`src/rtl/clint_ctrl.sv`:
```
// Core-local interrupt controller: sequences trap/return CSR writes (mepc, mcause,
// mstatus) and issues a one-cycle pipeline redirect to mtvec or mepc.
module clint_ctrl (
    input  logic        clk,
    input  logic        rst,
    input  logic [31:0] inst_i,
    input  logic [63:0] inst_addr_i,
    input  logic        jump_flag_i,
    input  logic [63:0] jump_addr_i,
    input  logic        int_flag_i,
    input  logic [63:0] csr_mtvec_i,
    input  logic [63:0] csr_mepc_i,
    input  logic [63:0] csr_mstatus_i,
    input  logic        global_int_en_i,
    output logic        we_o,
    output logic [63:0] waddr_o,
    output logic [63:0] raddr_o,
    output logic [63:0] data_o,
    output logic        hold_flag_o,
    output logic        int_assert_o,
    output logic [63:0] int_addr_o
);

    localparam logic [31:0] INST_ECALL  = 32'h0000_0073;
    localparam logic [31:0] INST_EBREAK = 32'h0010_0073;
    localparam logic [31:0] INST_MRET   = 32'h3020_0073;

    localparam logic [63:0] CSR_MSTATUS = 64'h300;
    localparam logic [63:0] CSR_MEPC    = 64'h341;
    localparam logic [63:0] CSR_MCAUSE  = 64'h342;

    localparam logic [63:0] CAUSE_ECALL  = 64'd11;
    localparam logic [63:0] CAUSE_EBREAK = 64'd3;
    localparam logic [63:0] CAUSE_TIMER  = 64'h8000_0000_0000_0007;

    typedef enum logic [2:0] {
        IDLE,
        W_MEPC,
        W_MCAUSE,
        W_MSTATUS,
        W_MRET,
        ASSERT
    } state_e;

    state_e      state_q, state_d;
    logic [63:0] epc_q, epc_d;
    logic [63:0] cause_q, cause_d;
    logic [63:0] target_q, target_d;

    logic is_ecall, is_ebreak, is_mret, int_req;

    assign is_ecall  = (inst_i == INST_ECALL);
    assign is_ebreak = (inst_i == INST_EBREAK);
    assign is_mret   = (inst_i == INST_MRET);
    assign int_req   = int_flag_i & global_int_en_i;
    assign raddr_o   = '0;

    always_ff @(posedge clk or posedge rst) begin
        if (rst) begin
            state_q  <= IDLE;
            epc_q    <= '0;
            cause_q  <= '0;
            target_q <= '0;
        end else begin
            state_q  <= state_d;
            epc_q    <= epc_d;
            cause_q  <= cause_d;
            target_q <= target_d;
        end
    end

    always_comb begin
        state_d      = state_q;
        epc_d        = epc_q;
        cause_d      = cause_q;
        target_d     = target_q;
        we_o         = 1'b0;
        waddr_o      = '0;
        data_o       = '0;
        hold_flag_o  = 1'b0;
        int_assert_o = 1'b0;
        int_addr_o   = '0;

        case (state_q)
            IDLE: begin
                // Synchronous traps and MRET win; a level interrupt stays pending until then.
                if (is_ecall || is_ebreak) begin
                    state_d     = W_MEPC;
                    epc_d       = inst_addr_i;
                    cause_d     = is_ecall ? CAUSE_ECALL : CAUSE_EBREAK;
                    hold_flag_o = ~rst;
                end else if (is_mret) begin
                    state_d     = W_MRET;
                    hold_flag_o = ~rst;
                end else if (int_req) begin
                    state_d     = W_MEPC;
                    epc_d       = jump_flag_i ? jump_addr_i : inst_addr_i;
                    cause_d     = CAUSE_TIMER;
                    hold_flag_o = ~rst;
                end
            end
            W_MEPC: begin
                we_o        = 1'b1;
                waddr_o     = CSR_MEPC;
                data_o      = epc_q;
                hold_flag_o = 1'b1;
                state_d     = W_MCAUSE;
            end
            W_MCAUSE: begin
                we_o        = 1'b1;
                waddr_o     = CSR_MCAUSE;
                data_o      = cause_q;
                hold_flag_o = 1'b1;
                state_d     = W_MSTATUS;
            end
            W_MSTATUS: begin
                we_o        = 1'b1;
                waddr_o     = CSR_MSTATUS;
                data_o      = csr_mstatus_i;
                data_o[7]   = csr_mstatus_i[3];
                data_o[3]   = 1'b0;
                hold_flag_o = 1'b1;
                target_d    = csr_mtvec_i;
                state_d     = ASSERT;
            end
            W_MRET: begin
                we_o        = 1'b1;
                waddr_o     = CSR_MSTATUS;
                data_o      = csr_mstatus_i;
                data_o[3]   = csr_mstatus_i[7];
                data_o[7]   = 1'b1;
                hold_flag_o = 1'b1;
                target_d    = csr_mepc_i;
                state_d     = ASSERT;
            end
            ASSERT: begin
                int_assert_o = 1'b1;
                int_addr_o   = target_q;
                hold_flag_o  = 1'b1;
                state_d      = IDLE;
            end
            default: state_d = IDLE;
        endcase
    end

endmodule

```
`config.mk`:
```
export PLATFORM = sky130hd
export DESIGN_NAME = clint_ctrl
export DESIGN_NICKNAME = d
export VERILOG_FILES = /design/src/rtl/clint_ctrl.sv
export SDC_FILE = /design/constraint.sdc
export NUM_CORES = 1
export LEC_CHECK = 0
export CAP_MARGIN = 20
export CORE_AREA = 2 2 237 239
export CTS_CLUSTER_DIAMETER = 100
export DETAILED_ROUTE_END_ITERATION = 10
export DIE_AREA = 0 0 239 241
export DONT_BUFFER_PORTS = 1
export PLACE_DENSITY_LB_ADDON = 0.25
export SLEW_MARGIN = 20
export SYNTH_ARGS = -nofsm -noshare
export SYNTH_HDL_FRONTEND = slang
export SYNTH_SLANG_ARGS = --single-unit
```
`constraint.sdc`:
```
create_clock -name clk -period 5.66 [get_ports clk]
set_input_delay 0.849 -clock clk [delete_from_list [all_inputs] [get_ports clk]]
set_output_delay 0.849 -clock clk [all_outputs]
set_load 0.03 [all_outputs]
```
# Word level (Yosys, flattened, before mapping)
# Cells that the tools add are included.
[totals]
inputBits = 357
word_cells = 46
output_inout_bits = 259
register_bits = 195
[op_classes]
muxes = 22
eq_ne = 10
n_bitwise = 2
n_reduce_logical = 8
[ops]
columns = ["cell", "n"]
rows = [
  ["$mux 64", 8],
  ["$pmux 64 s4", 1],
  ["$pmux 64 s2", 1],
  ["$eq 32x21->1 const B", 1],
  ["$eq 32x30->1 const B", 1],
  ["$eq 32x7->1 const B", 1],
  ["$pmux 10 s3", 1],
  ["$pmux 3 s4", 1],
  ["$mux 3", 3],
  ["$eq 3x2->1 const B", 2],
  ["$eq 3x3->1 const B", 2],
  ["$mux 1", 5],
  ["$reduce_or 5->1", 1],
  ["$mux 4", 1],
  ["$ne 4x4->1 const B", 1],
  ["$reduce_bool 2->1", 2],
  ["$reduce_or 4->1", 1],
  ["$eq 3x1->1 const B", 1],
  ["$logic_not 3->1", 1],
  ["$reduce_and 3->1", 1],
  ["$ne 2x1->1 const B", 1],
  ["$pmux 1 s2", 1],
  ["$reduce_or 2->1", 1],
  ["$and 1x1->1", 1],
  ["2 further kinds", 2],
]

# Depth between registers and ports, before layout
# Gate-level depths: netlist (run 1).
[logic_depth]
word_depth = 5
depth_mapped = 9
ltp_nobuf = 5

# Worst setup path before layout (run 1)
# OpenSTA, ideal clock, no wires.
[synth_timing]
kind = "input port to output port"
from = "input port rst"
to = "output port hold_flag_o"
setup_slack_ns = 0.414
path_stages = 3
arrival_ns = 4.397
path_buffers = 0
t_required_ns = 4.811
cell_sequence = "inv_1 > a21oi_1 > a21oi_1"
[synth_via]
elab_chain_cells = 5
[synth_rtl]
columns = ["item", "line", "text"]
rows = [
  ["start, declared", "5", "input logic rst,"],
  ["$not 1->1 (*)", "91, 94, 99", ""],
  ["$mux 1", "95", "end else if (int_req) begin"],
  ["$mux 1", "92", "end else if (is_mret) begin"],
  ["$mux 1 (*)", "87", "if (is_ecall || is_ebreak) begin"],
  ["$pmux 1 s2 (*)", "84", "case (state_q)"],
  ["end, declared", "19", "output logic hold_flag_o,"],
]
# Mark *: on every way between the ends. The rest lies on a longest branch, timed or not.

# Worst setup path after layout (run 1)
[layout_timing]
from = "register state_q[1]"
to = "output port data_o[16]"
[layout_via]
elab_chain_cells = 2
word_cells_on_any_way = 5
cone_classes = "eq/ne: 4; mux: 1"
[layout_rtl]
columns = ["item", "line", "text"]
rows = [
  ["start, declared", "45", "state_e state_q, state_d;"],
  ["start signal, assigned", "65", "state_q <= state_d;"],
  ["$eq 3x3->1 (tied with other cells)", "84", ""],
  ["$pmux 64 s4 (*)", "84", ""],
  ["end, declared", "18", "output logic [63:0] data_o,"],
]
# Marked as above.

==> summary.md, run 1 <==
| Metric | Value |
|---|---|
| ANT nets after route | `0` |
| Total number of vias | `7262` |
| Clk buf depth | `2` |
| Iteration-0 DRC Markers | `357` |
| Area of the multi-input gates | `4670 sq um` |
| Max-cap violations | `0` |
| Biggest cell delay along the critical path | `0.72 ns` |
| Port Buf Inserts | `0` |
| Placer Congestion | `0.797` |
| Latest clock arrival within the worst-skew pair | `0.47 ns` |
| Synth Area in XOR/XNOR | `0%` |
| Post-synth top area cell | `dfrtp_1` |
| Fillers | `6221` |
| Post-synthesis mux area share | `7.03%` |
| Crit path max-delay family | `compound AO/OA/AOI/OAI gates` |
| Ys Warns | `0` |
| Final setup fails | `0` |
| Initial antenna violation count | `3` |
| Fin. Hold Viols | `0` |
| WL/cell | `20.4 um` |
| Chip height | `241 um` |
| Clock power frac | `20.5%` |
| Met2 GRT Util | `19.8%` |
| Num CTS Buffers | `17` |
| Share of cells above drive strength 1 | `7.85%` |
| Period utilization | `70.2%` |
| Top cells by area in the synthesized netlist | `dfrtp_1 37%, buf_4 10%, mux2i_1 7.0%` |
| Worst VDD drop | `0.252 mV` |
| Largest family of logic cells by synthesized area | `compound AO/OA/AOI/OAI gates` |
| Pre-CTS setup slack | `2.09 ns` |
| Crit-path slowest cell | `dfrtp_1` |
| Clk root buf | `clkbuf_16` |
| Status | `finished clean` |
| Cell Count, Final, Fillers Out | `1725` |
| Die X-Extent | `239 um` |
| Synth Area in Adders | `0%` |
| Vias per cell | `4.21` |
| Top FF cell, synth | `dfrtp_1` |
| Ys async rst share | `100%` |
| Sw power | `3020 uW` |
| Post-route setup slack | `1.69 ns` |
| Ports | `616` |
| FMAX | `252 MHz` |
| CP Data Arrival Time | `3.12 ns` |
| Pwr/cell area | `585 nW/um^2` |
| Postcts setup bufs | `0` |
| Post-synth EDFFs | `0` |
| Congestion Overflow GR | `0` |
| Pins Over Slew Limit | `0` |
| Number of global-route vias before repair | `7073` |
| Final setup TNS | `0 ns` |
| Detailed placer's ending HPWL | `24900 um` |
| CTS sink count | `134` |
| First-pass GRT wire length | `48700 um` |
| Area share of the largest cell type after synthesis | `36.8%` |
| Post-synthesis register bit count | `134` |
| TritonRoute pass-1 iters | `5` |
| H-tree levels | `4` |
| Synth Area in Simple Gates | `15.4%` |
| Routed WL | `35200 um` |
| Comb pwr share | `50.1%` |
| Layout Utilization | `18.1%` |
| Layout Nets | `1363` |
| GRT met1 Usage | `14.2%` |
| Worst-Margin Slew | `1.06 ns` |
| Setup Crit Path Kind | `flop to primary output` |
| Clock Skew | `0.0114 ns` |
| Complex-gate fraction of the synthesized area | `23.4%` |
| Syn Area/Cell | `8.53 sq um` |
| Critical path fanouts, max | `53` |
| RSZ-0062 raised after global routing | `false` |
| Leak | `0.00475 uW` |
| Met3 Usage GRT | `2.95%` |
| Core box area | `54900 sq um` |
| Largest net degree at the start of global routing | `97` |
| WP buf/inv | `1` |
| Synth Cell Area | `9110 sq um` |
| Synth-to-layout area growth | `9.05%` |
| Worst path required time | `4.81 ns` |
| Post-Synthesis Cells | `1068` |
| Post-synth cell types | `39` |
| Row count | `86` |
| Top-count cell post-synth | `nand2_1` |
| CTS tree | `yes` |
| GRT Max-Usage Layer | `met2` |
| CP startpoint kind | `flop` |
| Sw frac | `52.0%` |
| Internal power | `2790 uW` |
| Die area | `57600 sq um` |
| FF/Latch Area | `3350 sq um` |
| Seq/Total Area, Yosys | `36.8%` |
| Initial Util | `16.6%` |
| Crit. End Element | `primary output` |
| Minimum clock period | `3.97 ns` |
| Residual DRC | `0` |
| DP Cell Count | `1690` |
| Hold_buf cts | `0` |
| Total track usage | `11.8%` |
| Clock-pin transition on the worst setup and hold timing paths | `0.07 ns` |
| PostCTS Resize Cnt | `0` |
| Synth top cells by count | `142 x nand2_1, 134 x dfrtp_1, 124 x buf_4` |
| CP Cell Sequence | `nor3_2 > a21o_4 > buf_4 > a22o_1` |
| Slew headroom | `29.2%` |
| Worst Hold Class | `input pin to asynchronous set/reset pin` |
| Reg power frac | `29.4%` |
[cell type report]
class	instances	share of cell area [%]
multi-input cells	768	47.0
flip-flops and latches	134	33.8
well taps	704	8.87
clock buffers	17	4.28
inverters	68	2.62
clock inverters	15	1.80
repair buffers	17	1.61
diodes	2	0.0504
[registers in the layout (all words and copies together), names as in the netlist]
signal	count
cause_q	3
state_q	3
target_q	64
epc_q	64
[cell usage in the layout (no fill, tap or decap), types with 2 or more instances in the layout]
master       n
a21o_1      65
a21oi_1     72
a22o_1      59
a32oi_1     55
a32oi_2      9
and2_1       2
and3_1      64
buf_4       15
clkbuf_16   17
clkinv_4     2
clkinv_8     2
conb_1     123
dfrtp_1    133
diode_2      2
inv_1       67
inv_6        5
inv_8        5
mux2i_1     64
nand2_1    141
nor2_1      70
nor4_2       4
o21ai_0      9
or2_2        4
or3_1        2
[metrics by stage]
stage	power (uW)	instance area [sq um]	hold WS [ns]
after CTS	5940	9900	0.199
final	5810	9930	0.240
after detailed placement	4690	9300	0.441
after global placement	4650	9300	0.437
after global routing	6210	9930	0.224
after floorplan	4090	9570	0.415
[metal layers]
metal,vias to the layer above,routed length (um)
li1,3341,-
met1,3530,14600
met2,356,17800
met3,35,1970
met4,0,881
met5,-,0
[path summary, 6_finish.rpt]
kind | from | to | slack (ns) | cells past startpoint
worst max-delay path | state_q[1] | data_o[16] | 1.69 | 4
min in group clk | cause_q[1] | cause_q[1] | 0.45 | 2
worst min-delay path | rst | epc_q[26] | 0.24 | 1
worst min register to register | cause_q[1] | cause_q[1] | 0.45 | 2
worst max register to register | state_q[1] | epc_q[62] | 2.89 | 4
max in group asynchronous | rst | epc_q[57] | 4.31 | 2
[power by group through the flow]
stage,Sequential (uW),Clock (uW),Combinational (uW)
after floorplan,1560,0,2530
after global placement,1720,0,2930
after detailed placement,1730,0,2960
after CTS,1720,1260,2970
after global routing,1760,1290,3150
final,1710,1190,2910
[kinds of logic (layout without fill, tap and decap cells)]
| family | Yosys count | after routing |
|---|---|---|
| other | 1 | 125 |
| flip-flops | 134 | 134 |
| AO/OA/AOI/OAI | 279 | 279 |
| buffers and inverters | 288 | 117 |
| multiplexers | 64 | 64 |
| AND/OR/NAND/NOR | 302 | 302 |
Power figures use the tool's default switching activity.
==> inputs of run 2 (changes only) <==
Settings changed: CORE_AREA 2 2 237 239 to 2 2 242 244, DIE_AREA 0 0 239 241 to 0 0 244 246.
Clock period 5.66 ns to 3.6 ns, I/O delays scaled along.
==> summary.md, run 2 (synthesis results as in run 1) <==
| Metric | Value |
|---|---|
| Status | `finished clean` |
| Initial Util | `15.9%` |
| Pins Over Slew Limit | `0` |
| Worst Hold Class | `input pin to flop` |
| Area of the multi-input gates | `4680 sq um` |
| Chip height | `246 um` |
| Max-cap violations | `0` |
| CTS sink count | `134` |
| Pre-CTS setup slack | `0.606 ns` |
| Worst path required time | `3.06 ns` |
| Most frequent cells in the layout | `141 x nand2_1, 133 x dfrtp_1, 123 x conb_1, 72 x a21oi_1, 70 x nor2_1` |
| Initial antenna violation count | `6` |
| Die X-Extent | `244 um` |
| Port Buf Inserts | `0` |
| Minimum clock period | `3.34 ns` |
| Iteration-0 DRC Markers | `314` |
| CP Cell Sequence | `nor2b_4 > and2_4 > buf_4 > a22o_1` |
| Clock Skew | `0.0131 ns` |
| First-pass GRT wire length | `49600 um` |
| Total number of vias | `7270` |
| Setup Crit Path Kind | `flop to primary output` |
| Synth-to-layout area growth | `11.1%` |
| Post-route setup slack | `0.258 ns` |
| PostCTS Resize Cnt | `0` |
| Hold Path Depth | `2` |
| Fillers | `6484` |
| Worst reg2reg setup slack | `1.24 ns` |
| ANT nets after route | `0` |
| Pwr/cell area | `910 nW/um^2` |
| Final setup fails | `0` |
| FF/Latch Area | `3350 sq um` |
| Row count | `88` |
| Vias per cell | `4.05` |
| Routed WL | `35800 um` |
| Largest registers | `epc_q (64), target_q (64)` |
| FMAX | `299 MHz` |
| Total track usage | `11.5%` |
| Detailed placer's ending HPWL | `25400 um` |
| Leak | `0.00480 uW` |
| Worst reg2reg path startpoint | `state_q[2]` |
| Clk buf depth | `2` |
| RSZ-0062 raised after global routing | `false` |
| Biggest cell delay along the critical path | `0.65 ns` |
| Fin. Hold Viols | `0` |
| Ports | `616` |
| Clk root buf | `clkbuf_16` |
| CTS tree | `yes` |
| Crit-path slowest cell | `dfrtp_1` |
| Congestion Overflow GR | `0` |
| Crit. End Element | `primary output` |
| Commonest non-fill, non-tap cell in the layout | `nand2_1` |
| Num CTS Buffers | `17` |
| Number of global-route vias before repair | `7170` |
| Clock-pin transition on the worst setup and hold timing paths | `0.07 ns` |
| Largest net degree at the start of global routing | `134` |
| Core box area | `57400 sq um` |
| Layout Nets | `1371` |
| TritonRoute pass-1 iters | `4` |
| Worst-Margin Slew | `0.956 ns` |
| Reg2Reg Depth | `7` |
| Die area | `60000 sq um` |
| CP startpoint kind | `flop` |
| Min-delay src | `inst_addr_i[51]` |
| CP Data Arrival Time | `2.80 ns` |
| Placer Congestion | `0.828` |
| H-tree levels | `4` |
| Critical path fanouts, max | `37` |
| Final setup TNS | `0 ns` |
| WL/cell | `19.9 um` |
| Latest clock arrival within the worst-skew pair | `0.47 ns` |
| Residual DRC | `0` |
| RR Endpoint | `epc_q[38]` |
| Hold EP | `epc_q[51]` |
| Share of cells above drive strength 1 | `8.47%` |
| Worst VDD drop | `0.618 mV` |
| Slew headroom | `36.3%` |
| Period utilization | `92.8%` |
## run 2: layout make-up
class,instances,share of cell area (%)
multi-input cells,768,46.2
flip-flops and latches,134,33.2
well taps,765,9.46
clock buffers,17,4.21
repair buffers,25,2.57
inverters,68,2.56
clock inverters,15,1.72
diodes,4,0.0989
## run 2: worst max-delay path, delay by kind of cell, from the launching register on
family / cells / cell delay [ns]
AO/OA/AOI/OAI: 1 / 0.38
buffers and inverters: 1 / 0.39
flip-flops: 1 / 0.65
AND/OR/NAND/NOR: 2 / 0.83
## run 2: report_power, final
group          total, uW  switching (uW)  internal, uW
logic               4680            3410          1270
clock network       1860             868           994
registers           2660             466          2200
total               9200            4740          4460
## run 2: layer usage
layer  vias up  share of wire (%)  wire [um]  track usage (%)
li1       3358                  -          -                -
met1      3529                 42      14900             13.7
met2       335                 50      18000             19.3
met3        44                5.7       2020             3.27
met4         4                2.3        835             5.04
met5         -              0.075         27                0
## run 2: timing repair
item	in CTS	in global routing
hold buffers	1	0
endpoints found under the hold margin	1	0
buffers inserted	0	0
## run 2: stage by stage
stage	std cells	power (uW)	area, sq um	hold WS (ns)	utilization (%)
final	1796	9200	10100	0.218	17.6
after global routing	1795	9790	10100	0.184	17.6
after CTS	1791	9390	10100	0.154	17.6
after detailed placement	1758	7420	9470	0.340	16.5
after global placement	1758	7380	9470	0.337	16.5
after floorplan	1190	6430	9570	0.415	-
## run 2: worst max-delay path by stage
| stage | to | slack [ns] | from |
|---|---|---|---|
| floorplan | hold_flag_o | 0.08 | rst |
| global placement | epc_q[29] | 0.62 | inst_i[10] |
| detailed placement | epc_q[41] | 0.61 | inst_i[25] |
| CTS | data_o[33] | 0.23 | state_q[0] |
| global route | data_o[21] | 0.14 | state_q[0] |
| finish | data_o[33] | 0.26 | state_q[0] |
